**config.mk**
```make
export PLATFORM = sky130hd
export DESIGN_NAME = sync_preamble_tx
export DESIGN_NICKNAME = d
export VERILOG_FILES = /design/src/rtl/sync_preamble_tx.sv
export SDC_FILE = /design/constraint.sdc
export NUM_CORES = 1
export LEC_CHECK = 0
export CAP_MARGIN = 0
export CORE_UTILIZATION = 48
export CTS_CLUSTER_SIZE = 8
export DETAILED_ROUTE_END_ITERATION = 10
export MAX_ROUTING_LAYER = met4
export PLACE_DENSITY_LB_ADDON = 0.15
export RECOVER_POWER = 25
export SYNTH_ARGS = -nofsm -noshare
export SYNTH_HDL_FRONTEND = slang
export SYNTH_SLANG_ARGS = --single-unit
```
**constraint.sdc**
```tcl
create_clock -name clk -period 3.1 [get_ports clk]
set_clock_uncertainty 0.1 [all_clocks]
set_input_delay 0.31 -clock clk [delete_from_list [all_inputs] [get_ports clk]]
set_output_delay 0.31 -clock clk [all_outputs]
set_load 0.02 [all_outputs]
```
**src/rtl/sync_preamble_tx.sv**
```systemverilog
// rtl/sync_preamble_tx.sv - PN preamble + BPSK payload frame builder for the I/Q sync link.
// Optional SYNC_TX_INVERT_LAST_EN: final preamble repetition sent with inverted polarity.
module sync_preamble_tx #(
  parameter int unsigned        PRE_REPS    = 4,
  parameter int unsigned        PAYLOAD_LEN = 64,
  parameter logic signed [31:0] AMP         = 32'sh00004000
) (
  input  logic               clk,
  input  logic               reset,
  input  logic               start,
  output logic               busy,
  input  logic               tx_data,
  input  logic               tx_data_valid,
  output logic               tx_data_ready,
  output logic signed [31:0] out_i,
  output logic signed [31:0] out_q,
  output logic               out_valid,
  input  logic               out_ready,
  output logic               frame_done
);

  typedef enum logic [1:0] {S_IDLE, S_PREAMBLE, S_PAYLOAD, S_FLUSH} state_t;

  localparam logic [4:0]  SEED     = 5'b11111;
  localparam logic [4:0]  LAST_CHIP = 5'd30;
  localparam logic [3:0]  LAST_REP = 4'(PRE_REPS - 1);
  localparam logic [15:0] LAST_BIT = 16'(PAYLOAD_LEN - 1);

  state_t             state_q, state_d;
  logic [4:0]         lfsr_q, lfsr_d;
  logic [4:0]         chip_q, chip_d;
  logic [3:0]         rep_q, rep_d;
  logic [15:0]        bit_q, bit_d;
  logic signed [31:0] out_i_q, out_i_d;
  logic signed [31:0] out_q_q, out_q_d;
  logic               out_valid_q, out_valid_d;
  logic               frame_done_q, frame_done_d;
  logic               slot_free;
  logic               inv_last;
  logic               pos;

`ifdef SYNC_TX_INVERT_LAST_EN
  assign inv_last = 1'b1;
`else
  assign inv_last = 1'b0;
`endif

  function automatic logic [4:0] lfsr_step(input logic [4:0] l);
    return {l[0] ^ l[2], l[4:1]};
  endfunction

  // A new symbol may be loaded whenever the output register is empty or being drained.
  assign slot_free = !out_valid_q || out_ready;

  always_comb begin
    state_d       = state_q;
    lfsr_d        = lfsr_q;
    chip_d        = chip_q;
    rep_d         = rep_q;
    bit_d         = bit_q;
    out_i_d       = out_i_q;
    out_q_d       = out_q_q;
    out_valid_d   = out_valid_q;
    frame_done_d  = 1'b0;
    tx_data_ready = 1'b0;
    pos           = 1'b0;
    case (state_q)
      S_IDLE: begin
        if (start) begin
          pos         = SEED[0] ^ (inv_last && (LAST_REP == 4'd0));
          out_i_d     = pos ? AMP : -AMP;
          out_q_d     = pos ? AMP : -AMP;
          out_valid_d = 1'b1;
          lfsr_d      = lfsr_step(SEED);
          chip_d      = 5'd1;
          rep_d       = 4'd0;
          bit_d       = 16'd0;
          state_d     = S_PREAMBLE;
        end
      end
      S_PREAMBLE: begin
        if (slot_free) begin
          pos         = lfsr_q[0] ^ (inv_last && (rep_q == LAST_REP));
          out_i_d     = pos ? AMP : -AMP;
          out_q_d     = pos ? AMP : -AMP;
          out_valid_d = 1'b1;
          if (chip_q == LAST_CHIP) begin
            lfsr_d = SEED;
            chip_d = 5'd0;
            if (rep_q == LAST_REP) begin
              bit_d   = 16'd0;
              state_d = S_PAYLOAD;
            end else begin
              rep_d = rep_q + 4'd1;
            end
          end else begin
            lfsr_d = lfsr_step(lfsr_q);
            chip_d = chip_q + 5'd1;
          end
        end
      end
      S_PAYLOAD: begin
        tx_data_ready = slot_free;
        if (slot_free) begin
          if (tx_data_valid) begin
            out_i_d     = tx_data ? AMP : -AMP;
            out_q_d     = '0;
            out_valid_d = 1'b1;
            bit_d       = bit_q + 16'd1;
            if (bit_q == LAST_BIT) state_d = S_FLUSH;
          end else begin
            out_valid_d = 1'b0;
          end
        end
      end
      S_FLUSH: begin
        if (out_valid_q && out_ready) begin
          out_valid_d  = 1'b0;
          frame_done_d = 1'b1;
          state_d      = S_IDLE;
        end
      end
      default: state_d = S_IDLE;
    endcase
  end

  always_ff @(posedge clk or posedge reset) begin
    if (reset) begin
      state_q      <= S_IDLE;
      lfsr_q       <= SEED;
      chip_q       <= '0;
      rep_q        <= '0;
      bit_q        <= '0;
      out_i_q      <= '0;
      out_q_q      <= '0;
      out_valid_q  <= 1'b0;
      frame_done_q <= 1'b0;
    end else begin
      state_q      <= state_d;
      lfsr_q       <= lfsr_d;
      chip_q       <= chip_d;
      rep_q        <= rep_d;
      bit_q        <= bit_d;
      out_i_q      <= out_i_d;
      out_q_q      <= out_q_d;
      out_valid_q  <= out_valid_d;
      frame_done_q <= frame_done_d;
    end
  end

  assign busy       = (state_q != S_IDLE);
  assign out_i      = out_i_q;
  assign out_q      = out_q_q;
  assign out_valid  = out_valid_q;
  assign frame_done = frame_done_q;

endmodule

```
==> run metrics <==
global placement routability congestion slightly above 0.9; Rows 26; violated checks capacitance limit, slew limit; synth warn 0; remaining global-route overflow 0; routed wire length roughly 4.8 mm; vias per cell ~5.1; Yosys cell types about 50; LEAKAGE ~0.0012 µW; layout cells sized above 1 0.0747; antenna-violating nets left 0; Port Buf Inserts 45; worst slew pin tran 2.00 ns; count of final setup violators 0; total clock sinks 38; routed wire length per instance approximately 13 µm; initial antenna violation count 0; predominant post-synthesis flop cell dfrtp_1; hold depth 2; # IOs 74; syn_area_per_cell between 8 and 9 µm²; worst path bufs/invs 2; Initial Util 0.499; H-tree depth 2; DPL Wire Length between 3 and 4 mm; status complete, but fails checks; first-pass GRT wire length around 7.8 mm; first-pass detailed-route iteration total 6; top cells by area, synth dfrtp_1 32%, buf_4 18%, o21ai_0 6.1%; Area Overhead vs Synth 11.4%; Worst EP required about 3.2 ns; TritonCTS clock tree built; FFs w/ async S/R, synth 1.00; Reg-to-Reg End bit_q[8]$_DFFE_PP0P_; max cap viols 1; Die Ht about 75 µm; WP data arrival around 2.8 ns; Final nets approximately 320; CP max stage delay approximately 0.5 ns; Core Region approximately 0.0051 mm²; Slew Viols, Final 39; DR iter-0 viols between 80 and 90; Power, Total between 2000 and 3000 µW; die area between 0.005 and 0.006 mm²; maximum clock rate 373 MHz; clock slew at reported path FFs ~0.080 ns; postcts setup bufs 0; Gate Count Post-Synth ~290; Fin. Hold Viols 0; Hold Crit Class flip-flop to flip-flop; final setup margin 0.416 ns; antenna cells 0; delay-heaviest family, CP simple AND/OR/NAND/NOR gates; sequential area share after synthesis 0.376; DIE WIDTH ~75 µm; HP Start lfsr_q[1]$_DFFE_PP1P_; DR DRC count 0; crit path cell chain inv_1 > ha_1 > or2_1 > a2111oi_4 > buf_4 > nand2_4 > or4b_1 > o211ai_1; reg2reg setup slack 0.42 ns; largest vdd supply drop approximately 0.00035 V; Clock Path Buffers 2; Max-slew headroom -0.333; RSZ-0062 raised after global routing no; largest net degree at the start of global routing 39; depth of the worst register-to-register path 8; endpoint class of the critical path flip-flop; pre-CTS setup slack between 0.4 and 0.5 ns; post_cts resized 0; Via Count between 1500 and 2000; largest fanout on the critical path 17; WHS 0.354 ns; global-route usage over all layers 0.188; area of the mapped netlist roughly 0.0025 mm²; Yosys reg bits 38; vias in the first global route between 1500 and 2000; post-layout min period 2.68 ns; cts bufs inserted 5; Filler Cell Count between 400 and 500; WHS Endpoint lfsr_q[1]$_DFFE_PP1P_; Final period util 0.866; worst r2r src state_q[0]$_DFFE_PP0P_; CP max-delay cell or4b_1; Setup TNS Final 0 ns; crit path launch type flip-flop; post-synth top area share 0.324; pwr dens 943 mW/mm²; Worst Setup Path Type flip-flop to flip-flop; Root Buffer clkbuf_8; cell taking the most area after synthesis dfrtp_1; Post-synth EDFFs 0; Clock Latency Late Sink between 0.2 and 0.3 ns; Hold-fix buffers, CTS 0
## cells by family (layout without fill, tap and decap cells)
kind of cell / Yosys count / after routing / share of synthesized area
AOI/OAI and AO/OA: 65 / 65 / 0.169
other: 1 / 28 / 0.00147
xor gates and xnor gates: 1 / 1 / 0.00344
buffers and inverters: 76 / 68 / 0.201
and+or+nand+nor: 94 / 94 / 0.184
muxes: 4 / 4 / 0.0167
DFF: 38 / 38 / 0.376
adders and majority gates: 10 / 10 / 0.0491
## where the power goes
group          switching [µW]  internal [µW]
Clock                     178            180
Sequential                139            643
Combinational             888            649
## cells in the mapped netlist, drive strengths merged, types with 3 or more instances
| cell | instances |
|---|---|
| ha | 10 |
| nor4 | 3 |
| and3 | 4 |
| nand2 | 35 |
| nand2b | 4 |
| clkbuf | 4 |
| or3 | 3 |
| a21o | 3 |
| nor2b | 3 |
| o21ai | 32 |
| nor2 | 11 |
| dfrtp | 33 |
| nor3 | 3 |
| buf | 62 |
| inv | 10 |
| nand3 | 17 |
| o31ai | 10 |
| dfstp | 5 |
| a31oi | 4 |
## routing by layer
layer,vias up,wire [µm],GRT usage
met2,41,2180,0.290
met5,-,0,-
met4,0,57,0.0629
met1,920,2380,0.248
met3,7,173,0.0375
li1,964,-,-
## cell type report
class	instances	area, µm²	area share
clock buffer	7	86.3	0.0304
multi-input combinational	202	1180	0.416
clock inverter	1	5.00	0.00176
tap	70	87.6	0.0309
timing repair buffer	50	484	0.171
sequential	38	957	0.337
inverter	10	37.5	0.0132
## tightest hold or removal path: stages, from the launching register on
cell and delay, ns:
dfstp_2 0.37, nand2_1 0.05, nand2_1 0.04
## per-stage QoR
step | cell area (µm²) | utilization | std cells
after floorplan | 2650 | - | 316
after global placement | 2750 | 0.539 | 370
after detailed placement | 2750 | 0.539 | 370
after CTS | 2840 | 0.557 | 378
after global routing | 2840 | 0.556 | 378
final | 2840 | 0.556 | 378
## placed cells by master, fill, tap and decap left out, drive strengths merged, types with 4 or more instances in the layout
cell type	count
buf	4
nor2	11
clkbuf	8
nand2	35
o31ai	10
conb	28
dfstp	5
a31oi	4
dfrtp	33
and3	4
inv	10
clkdlybuf4s50	44
ha	10
o21ai	32
nand2b	4
nand3	17
## sequential cells by signal (all words and copies together), names as in the netlist
name        count
bit_q          16
out_q           2
state_q         2
out_valid       1
lfsr_q          5
chip_q          5
frame_done      1
out_i           2
rep_q           4
## how the worst max path moves through the flow
stage | startpoint | to | slack [ns] | cells past startpoint
after floorplan | state_q[0]$_DFFE_PP0P_ | bit_q[8]$_DFFE_PP0P_ | 0.75 | 7
after global placement | state_q[0]$_DFFE_PP0P_ | bit_q[8]$_DFFE_PP0P_ | 0.53 | 8
after detailed placement | state_q[0]$_DFFE_PP0P_ | bit_q[8]$_DFFE_PP0P_ | 0.42 | 8
after CTS | state_q[0]$_DFFE_PP0P_ | bit_q[8]$_DFFE_PP0P_ | 0.39 | 8
after global routing | reset | state_q[1]$_DFFE_PP0P_ | 0.16 | 3
final | state_q[0]$_DFFE_PP0P_ | bit_q[8]$_DFFE_PP0P_ | 0.42 | 8
Note: power is estimated with default switching activity, not from simulation.
